$ cat config.mk
export PLATFORM = sky130hd
export DESIGN_NAME = serial_bit_feeder
export DESIGN_NICKNAME = d
export VERILOG_FILES = /design/src/rtl/serial_bit_feeder.sv
export SDC_FILE = /design/constraint.sdc
export NUM_CORES = 1
export LEC_CHECK = 0
export ABC_AREA = 1
export CAP_MARGIN = 15
export CORE_ASPECT_RATIO = 1.4
export CORE_MARGIN = 2
export CORE_UTILIZATION = 48
export CTS_CLUSTER_SIZE = 10
export DETAILED_ROUTE_END_ITERATION = 6
export MAX_ROUTING_LAYER = met4
export PLACE_DENSITY_LB_ADDON = 0.08
export SETUP_SLACK_MARGIN = 0.2
export SLEW_MARGIN = 10
export SYNTH_ARGS = -nofsm -noshare
export SYNTH_HDL_FRONTEND = slang
export SYNTH_SLANG_ARGS = --single-unit
$ cat constraint.sdc
create_clock -name clk -period 1.7 [get_ports clk]
set_clock_uncertainty 0.15 [all_clocks]
set_input_delay 0.34 -clock clk [delete_from_list [all_inputs] [get_ports clk]]
set_output_delay 0.34 -clock clk [all_outputs]
set_load 0.05 [all_outputs]
$ cat src/rtl/serial_bit_feeder.sv
// ============================================================================
//  Module   : serial_bit_feeder
//  Purpose  : Parallel-to-serial front end for the two-flip-flop serial
//             sequence detector. A word accepted over a valid/ready handshake
//             is presented one bit at a time on x. Each bit is consumed on a
//             clk edge where bit_en=1.
//  Options  : `define PARITY_EN appends the even parity of the word (^in_data)
//             as one extra bit after the data bits.
//  Ports    : clk       - rising-edge clock
//             reset     - asynchronous, active-low reset
//             bit_en    - consume the current bit on this edge
//             in_valid  - in_data carries a word
//             in_data   - parallel word to serialize (WIDTH bits)
//             in_ready  - block can accept a word (registered)
//             x         - serial bit, 0 when x_valid=0 (registered)
//             x_valid   - x carries a live bit (registered)
//             bit_cnt   - bits left in the word, current bit included
//             done      - one-cycle pulse after the final bit is consumed
//  Revision : 1.0 - initial release
// ============================================================================
`default_nettype none

module serial_bit_feeder #(
  parameter int WIDTH     = 8,
  parameter bit MSB_FIRST = 1'b1
) (
  input  logic                          clk,
  input  logic                          reset,
  input  logic                          bit_en,
  input  logic                          in_valid,
  input  logic [WIDTH-1:0]              in_data,
  output logic                          in_ready,
  output logic                          x,
  output logic                          x_valid,
  output logic [$clog2(WIDTH+2)-1:0]    bit_cnt,
  output logic                          done
);

  localparam int c_CNT_W = $clog2(WIDTH + 2);
`ifdef PARITY_EN
  localparam int c_BITS  = WIDTH + 1;
`else
  localparam int c_BITS  = WIDTH;
`endif
  localparam logic [c_CNT_W-1:0] c_LOAD = c_CNT_W'(c_BITS);
  localparam logic [c_CNT_W-1:0] c_ONE  = c_CNT_W'(1);
`ifdef PARITY_EN
  // With parity the last data bit is the one seen while two bits remain.
  localparam logic [c_CNT_W-1:0] c_TWO  = c_CNT_W'(2);
`endif

  typedef enum logic [1:0] {
    S_IDLE  = 2'd0,
    S_SHIFT = 2'd1
`ifdef PARITY_EN
    , S_PAR = 2'd2
`endif
  } state_t;

  state_t               r_state,    w_state_nxt;
  logic [WIDTH-1:0]     r_shreg,    w_shreg_nxt;
  logic [c_CNT_W-1:0]   r_cnt,      w_cnt_nxt;
  logic                 r_in_ready, w_in_ready_nxt;
  logic                 r_x,        w_x_nxt;
  logic                 r_x_valid,  w_x_valid_nxt;
  logic                 r_done,     w_done_nxt;
`ifdef PARITY_EN
  logic                 r_par,      w_par_nxt;
`endif
  logic [WIDTH-1:0]     w_shifted;

  // Rotate rather than zero-fill: the wrapped-around bit is never presented
  // because bit_cnt ends the word before it reaches the output position.
  assign w_shifted = MSB_FIRST ? {r_shreg[WIDTH-2:0], r_shreg[WIDTH-1]}
                               : {r_shreg[0], r_shreg[WIDTH-1:1]};

  function automatic logic out_bit(input logic [WIDTH-1:0] v);
    return MSB_FIRST ? v[WIDTH-1] : v[0];
  endfunction

  always_comb begin
    w_state_nxt    = r_state;
    w_shreg_nxt    = r_shreg;
    w_cnt_nxt      = r_cnt;
    w_in_ready_nxt = r_in_ready;
    w_x_nxt        = r_x;
    w_x_valid_nxt  = r_x_valid;
    w_done_nxt     = 1'b0;
`ifdef PARITY_EN
    w_par_nxt      = r_par;
`endif
    case (r_state)
      S_IDLE: begin
        w_in_ready_nxt = 1'b1;
        w_x_nxt        = 1'b0;
        w_x_valid_nxt  = 1'b0;
        w_cnt_nxt      = '0;
        if (in_valid && r_in_ready) begin
          w_shreg_nxt    = in_data;
          w_cnt_nxt      = c_LOAD;
          w_in_ready_nxt = 1'b0;
          w_x_valid_nxt  = 1'b1;
          w_x_nxt        = out_bit(in_data);
          w_state_nxt    = S_SHIFT;
`ifdef PARITY_EN
          w_par_nxt      = ^in_data;
`endif
        end
      end
      S_SHIFT: begin
        if (bit_en) begin
          w_shreg_nxt = w_shifted;
          w_cnt_nxt   = r_cnt - c_ONE;
          w_x_nxt     = out_bit(w_shifted);
`ifdef PARITY_EN
          if (r_cnt == c_TWO) begin
            w_state_nxt = S_PAR;
            w_x_nxt     = r_par;
          end
`else
          if (r_cnt == c_ONE) begin
            w_state_nxt    = S_IDLE;
            w_x_nxt        = 1'b0;
            w_x_valid_nxt  = 1'b0;
            w_cnt_nxt      = '0;
            w_done_nxt     = 1'b1;
            w_in_ready_nxt = 1'b1;
          end
`endif
        end
      end
`ifdef PARITY_EN
      S_PAR: begin
        if (bit_en) begin
          w_state_nxt    = S_IDLE;
          w_x_nxt        = 1'b0;
          w_x_valid_nxt  = 1'b0;
          w_cnt_nxt      = '0;
          w_done_nxt     = 1'b1;
          w_in_ready_nxt = 1'b1;
        end
      end
`endif
      default: begin
        w_state_nxt = S_IDLE;
      end
    endcase
  end

  always_ff @(posedge clk or negedge reset) begin
    if (!reset) begin
      r_state    <= S_IDLE;
      r_shreg    <= '0;
      r_cnt      <= '0;
      r_in_ready <= 1'b0;
      r_x        <= 1'b0;
      r_x_valid  <= 1'b0;
      r_done     <= 1'b0;
`ifdef PARITY_EN
      r_par      <= 1'b0;
`endif
    end else begin
      r_state    <= w_state_nxt;
      r_shreg    <= w_shreg_nxt;
      r_cnt      <= w_cnt_nxt;
      r_in_ready <= w_in_ready_nxt;
      r_x        <= w_x_nxt;
      r_x_valid  <= w_x_valid_nxt;
      r_done     <= w_done_nxt;
`ifdef PARITY_EN
      r_par      <= w_par_nxt;
`endif
    end
  end

  assign in_ready = r_in_ready;
  assign x        = r_x;
  assign x_valid  = r_x_valid;
  assign bit_cnt  = r_cnt;
  assign done     = r_done;

endmodule

`default_nettype wire
Yosys cells after proc, flatten, opt, wreduce, memory -nomap -nowiden

Cells that the tools add are included.

Add/subtract/negate cells: 1
Equal/unequal tests: 5
Mux-type cells: 26
Reductions and logical operators: 7

Operators with widths:

| cell                                                                   | count |
|---|---|
| 8-bit 2-to-1 mux                                                       | 2 |
| 8-bit case mux with 2 select lines                                     | 1 |
| 1-bit 2-to-1 mux                                                       | 12 |
| 4-bit 2-to-1 mux                                                       | 3 |
| 3-bit AND reduction                                                    | 3 |
| 4-bit case mux with 2 select lines                                     | 1 |
| 2-bit 2-to-1 mux                                                       | 3 |
| 2-bit inequality test (second input constant)                          | 3 |
| 1-bit case mux with 2 select lines                                     | 3 |
| 4-bit by 1-bit equality test with 1-bit output (second input constant) | 1 |
| 2-bit case mux with 2 select lines                                     | 1 |
| 4-bit by 1-bit subtractor with 4-bit output (second input constant)    | 1 |
| 2-bit by 1-bit equality test with 1-bit output (second input constant) | 1 |
| 2-bit logical NOT                                                      | 1 |
| 2-bit AND reduction                                                    | 1 |
| 2-bit nonzero test                                                     | 1 |
| 1-bit logical AND                                                      | 1 |

Register bits after elaboration: 18
Input bits: 12
Output and inout port bits: 8
Logic and storage cells: 46

Longest topological paths before layout

Depth in word-level cells: 4
Mapped depth: 7
Mapped depth without buffers: 7

Worst setup path after synthesis

No wires, ideal clock.

Path type: reg-to-reg
From: register r_cnt[1], in the netlist bit_cnt[1]
To: register r_in_ready, in the netlist in_ready
Setup time: 0.120 ns
Arrival: 1.266 ns
Required time: 1.430 ns
Slack: 0.164 ns
Cell stages (with the launch flop): 7
Buffers on the path: 0
Period minus slack after synthesis: 1.536 ns
Cells stage by stage: dfrtp_1 inv_1 ha_1 nand2_1 nand2_1 nand3_1 nand2_1

Longest elaborated chain between the ends: 3

RTL lines:

| item                                           | RTL line | text |
|---|---|---|
| from (decl)                                    | 62       | `logic [c_CNT_W-1:0] r_cnt, w_cnt_nxt;` |
| from (signal assigned)                         | 165      | `r_cnt <= w_cnt_nxt;` |
| 4-bit by 1-bit equality test with 1-bit output | 121      | `if (r_cnt == c_ONE) begin` |
| 2-bit inequality test (no line)                | -        |  |
| 3-bit AND reduction (no line)                  | -        |  |
| to (signal assigned)                           | 166      | `r_in_ready <= w_in_ready_nxt;` |
| to (decl)                                      | 63       | `logic r_in_ready, w_in_ready_nxt;` |

No other way between the ends.
A chain may end at the register's enable or synchronous reset.

Final worst setup path

From: register r_in_ready, in the netlist in_ready
To: output in_ready

RTL lines:

| item      | RTL line | text |
|---|---|---|
| to (decl) | 32       | `output logic in_ready,` |

No word-level cell between the ends.

==> summary.md <==
| Metric | Value |
|---|---|
| Drc violations | 0 |
| CTS tree | built |
| Critical-path cell list | buf_12 |
| Delay-heaviest family, CP | flip-flops |
| Post-synth cell types | 20 |
| Post-synthesis register bit count | 17 |
| Synth area leaders | dfrtp_1 (47%), nand2_1 (15%), inv_1 (5.4%) |
| Via count | 755 |
| Gr usage total | 18.8% |
| Ratio of cells with drive above 1 in the final layout | 21.9% |
| Die area | 2250 um^2 |
| Vias/cell | 5.10 |
| Post_cts resized | 0 |
| Reg-to-reg slack, setup | 0.32 ns |
| Die Height | 55.4 um |
| Routed length per instance | 11.0 um |
| Reg-to-Reg End | in_ready$_DFFE_PN0P_ |
| Share of the synthesized area in the top cell type | 47.0% |
| PortBufs | 19 |
| Period utilization | 84.7% |
| Largest net degree at the start of global routing | 18 |
| Die X | 40.7 um |
| CP bufs+invs | 1 |
| Post-synth top area cell | dfrtp_1 |
| CTS Hold Buffers Added | 0 |
| Clock sinks | 17 |
| Fin. Hold Viols | 0 |
| Initial cell density of the core | 50.8% |
| Max stage delay on crit path | 0.48 ns |
| Area of the multi-input gates | 384 um^2 |
| Status | finished, final reports clean |
| Drt total wl | 1.63 mm |
| Layout area overhead | 32.5% |
| DRT Pass-1 Iters | 6 |
| Worst Setup Start Kind | register |
| Initial DRC count | 17 |
| Final core occ | 67.4% |
| Max-slew violations | 0 |
| Clock Latency Late Sink | 0.29 ns |
| # fillers | 147 |
| Total power draw | 2.44 mW |
| FF+latch area | 428 um^2 |
| Post-synth top cells | nand2_1 (36), dfrtp_1 (17), inv_1 (13), nor2_1 (7), o21ai_0 (5) |
| Final ANT Viol Nets | 0 |
| Syn nets | 121 |
| Synth warn | 0 |
| Worst-Margin Slew | 0.235 ns |
| NumNets Final | 143 |
| Crit path DAT | 0.95 ns |
| Clk pin slew, worst setup/hold paths | 0.09 ns |
| First-pass GRT wire length | 2.89 mm |
| Pwr Density | 2040 nW/um^2 |
| Clk root buf | clkbuf_4 |
| Number of setup buffers added after CTS | 0 |
| Congestion Overflow GR | 0 |
| Worst Hold Class | input pin to asynchronous set/reset pin |
| Worst IR Drop VDD | 1.02 mV |
| Max Cap Violations | 0 |
| Synth Instances | 107 |
| # rows | 18 |
| Crit end category | output pin |
| Syn Std Cell Area | 905 um^2 |
| Worst Path Max Fanout | 4 |
| Top_reg_cell synth | dfrtp_1 |
| N_diodes | 0 |
| Total CTS buffers | 3 |
| Critical setup path kind | register to output pin |
| Setup TNS | 0 ns |
| Initial antenna violation count | 0 |
| Worst EP required | 1.21 ns |
| Slew HR | 84.3% |
| CTS Buffer Depth | 2 |
| Core Region | 1780 um^2 |
| Placed wire-length estimate | 1.26 mm |
| Vias in the first global route | 684 |
| Slowest cell on the critical path | dfrtp_1 |
| Worst-case reg-to-reg path depth | 7 |
| Post-synth EDFFs | 0 |
| Count leader, synth | nand2_1 |
| Routability cong. | 0.719 |
| Max Freq | 695 MHz |
| RSZ-0062 raised after global routing | false |
| Final setup violation count | 0 |
| Register area share after synthesis | 47.0% |
| Critical R2R Launch | bit_cnt[1]$_DFFE_PN0P_ |
| H-tree levels | 1 |
| I/O Pins | 20 |
| Syn Area/Cell | 8.45 um^2 |
| Asr flop ratio synth | 100% |
| Leakage | 0.580 nW |
| Crit path time final | 1.44 ns |
==> state kept, by name (all words and copies together) (netlist names) <==
name	count
r_shreg	8
in_ready	1
r_state	1
x_valid	1
done	1
x	1
bit_cnt	4
==> how the worst max path moves through the flow <==
stage / startpoint / to / slack (ns) / cells after the start
2_1_floorplan: bit_cnt[0]$_DFFE_PN0P_ / in_ready$_DFFE_PN0P_ / 0.21 / 6
3_3_place_gp: in_valid / r_shreg[4]$_DFFE_PN0P_ / 0.12 / 5
3_5_place_dp: in_valid / r_shreg[6]$_DFFE_PN0P_ / 0.09 / 5
4_1_cts: in_ready$_DFFE_PN0P_ / in_ready / 0.25 / 1
5_1_grt: in_ready$_DFFE_PN0P_ / in_ready / 0.21 / 1
6_report: in_ready$_DFFE_PN0P_ / in_ready / 0.26 / 1
==> through the flow <==
| step | cell area (um^2) | setup WS [ns] | hold WS (ns) | std cells |
|---|---|---|---|---|
| after floorplan | 906 | 0.209 | -0.106 | 107 |
| after global placement | 1170 | 0.123 | 0.350 | 144 |
| after detailed placement | 1170 | 0.0899 | 0.360 | 144 |
| after CTS | 1200 | 0.246 | 0.216 | 148 |
| after global routing | 1200 | 0.212 | 0.231 | 148 |
| final | 1200 | 0.261 | 0.207 | 148 |
==> routing by layer <==
metal | up-vias | global-route usage, % | part of all wire, %
met5 | - | - | 0
met4 | 0 | 10.0 | 2.8
met3 | 5 | 2.41 | 4.7
met2 | 27 | 29.7 | 54
met1 | 343 | 21.8 | 38
li1 | 380 | - | -
==> where the power goes <==
| part | total (mW) | switching (mW) | internal, mW |
|---|---|---|---|
| Combinational | 1.43 | 0.813 | 0.617 |
| Sequential | 0.793 | 0.196 | 0.597 |
| Clock | 0.218 | 0.126 | 0.0915 |
| Total | 2.44 | 1.14 | 1.31 |
==> cells in the final DEF, fill, tap and decap left out <==
cell	n
nand2_1	36
dfrtp_1	15
inv_1	13
clkdlybuf4s50_1	11
buf_12	8
nor2_1	7
o21ai_0	5
nand2_2	4
o21ai_2	4
nand3_1	3
a21oi_2	3
clkbuf_4	3
a21oi_1	2
o21a_1	2
ha_1	2
dfrtp_2	2
o22ai_1	1
inv_6	1
nand3_4	1
nand2_4	1
o21ai_1	1
nand4_1	1
clkbuf_1	1
buf_4	1
==> layout make-up <==
type | instances | share of cell area [%]
Timing Repair Buffer | 20 | 23.2
Tap cell | 20 | 2.09
Clock buffer | 4 | 2.19
Inverter | 14 | 4.80
Sequential cell | 17 | 35.7
Multi-Input combinational cell | 73 | 32.0
==> kinds of logic after synthesis <==
kind of cell,Yosys count,share of synthesized area [%]
buf+inv,17,10.5
compound gates,18,13.6
fa+ha+maj,2,2.77
flops,17,47.0
simple gates,53,26.1
Power figures use the tool's default switching activity.
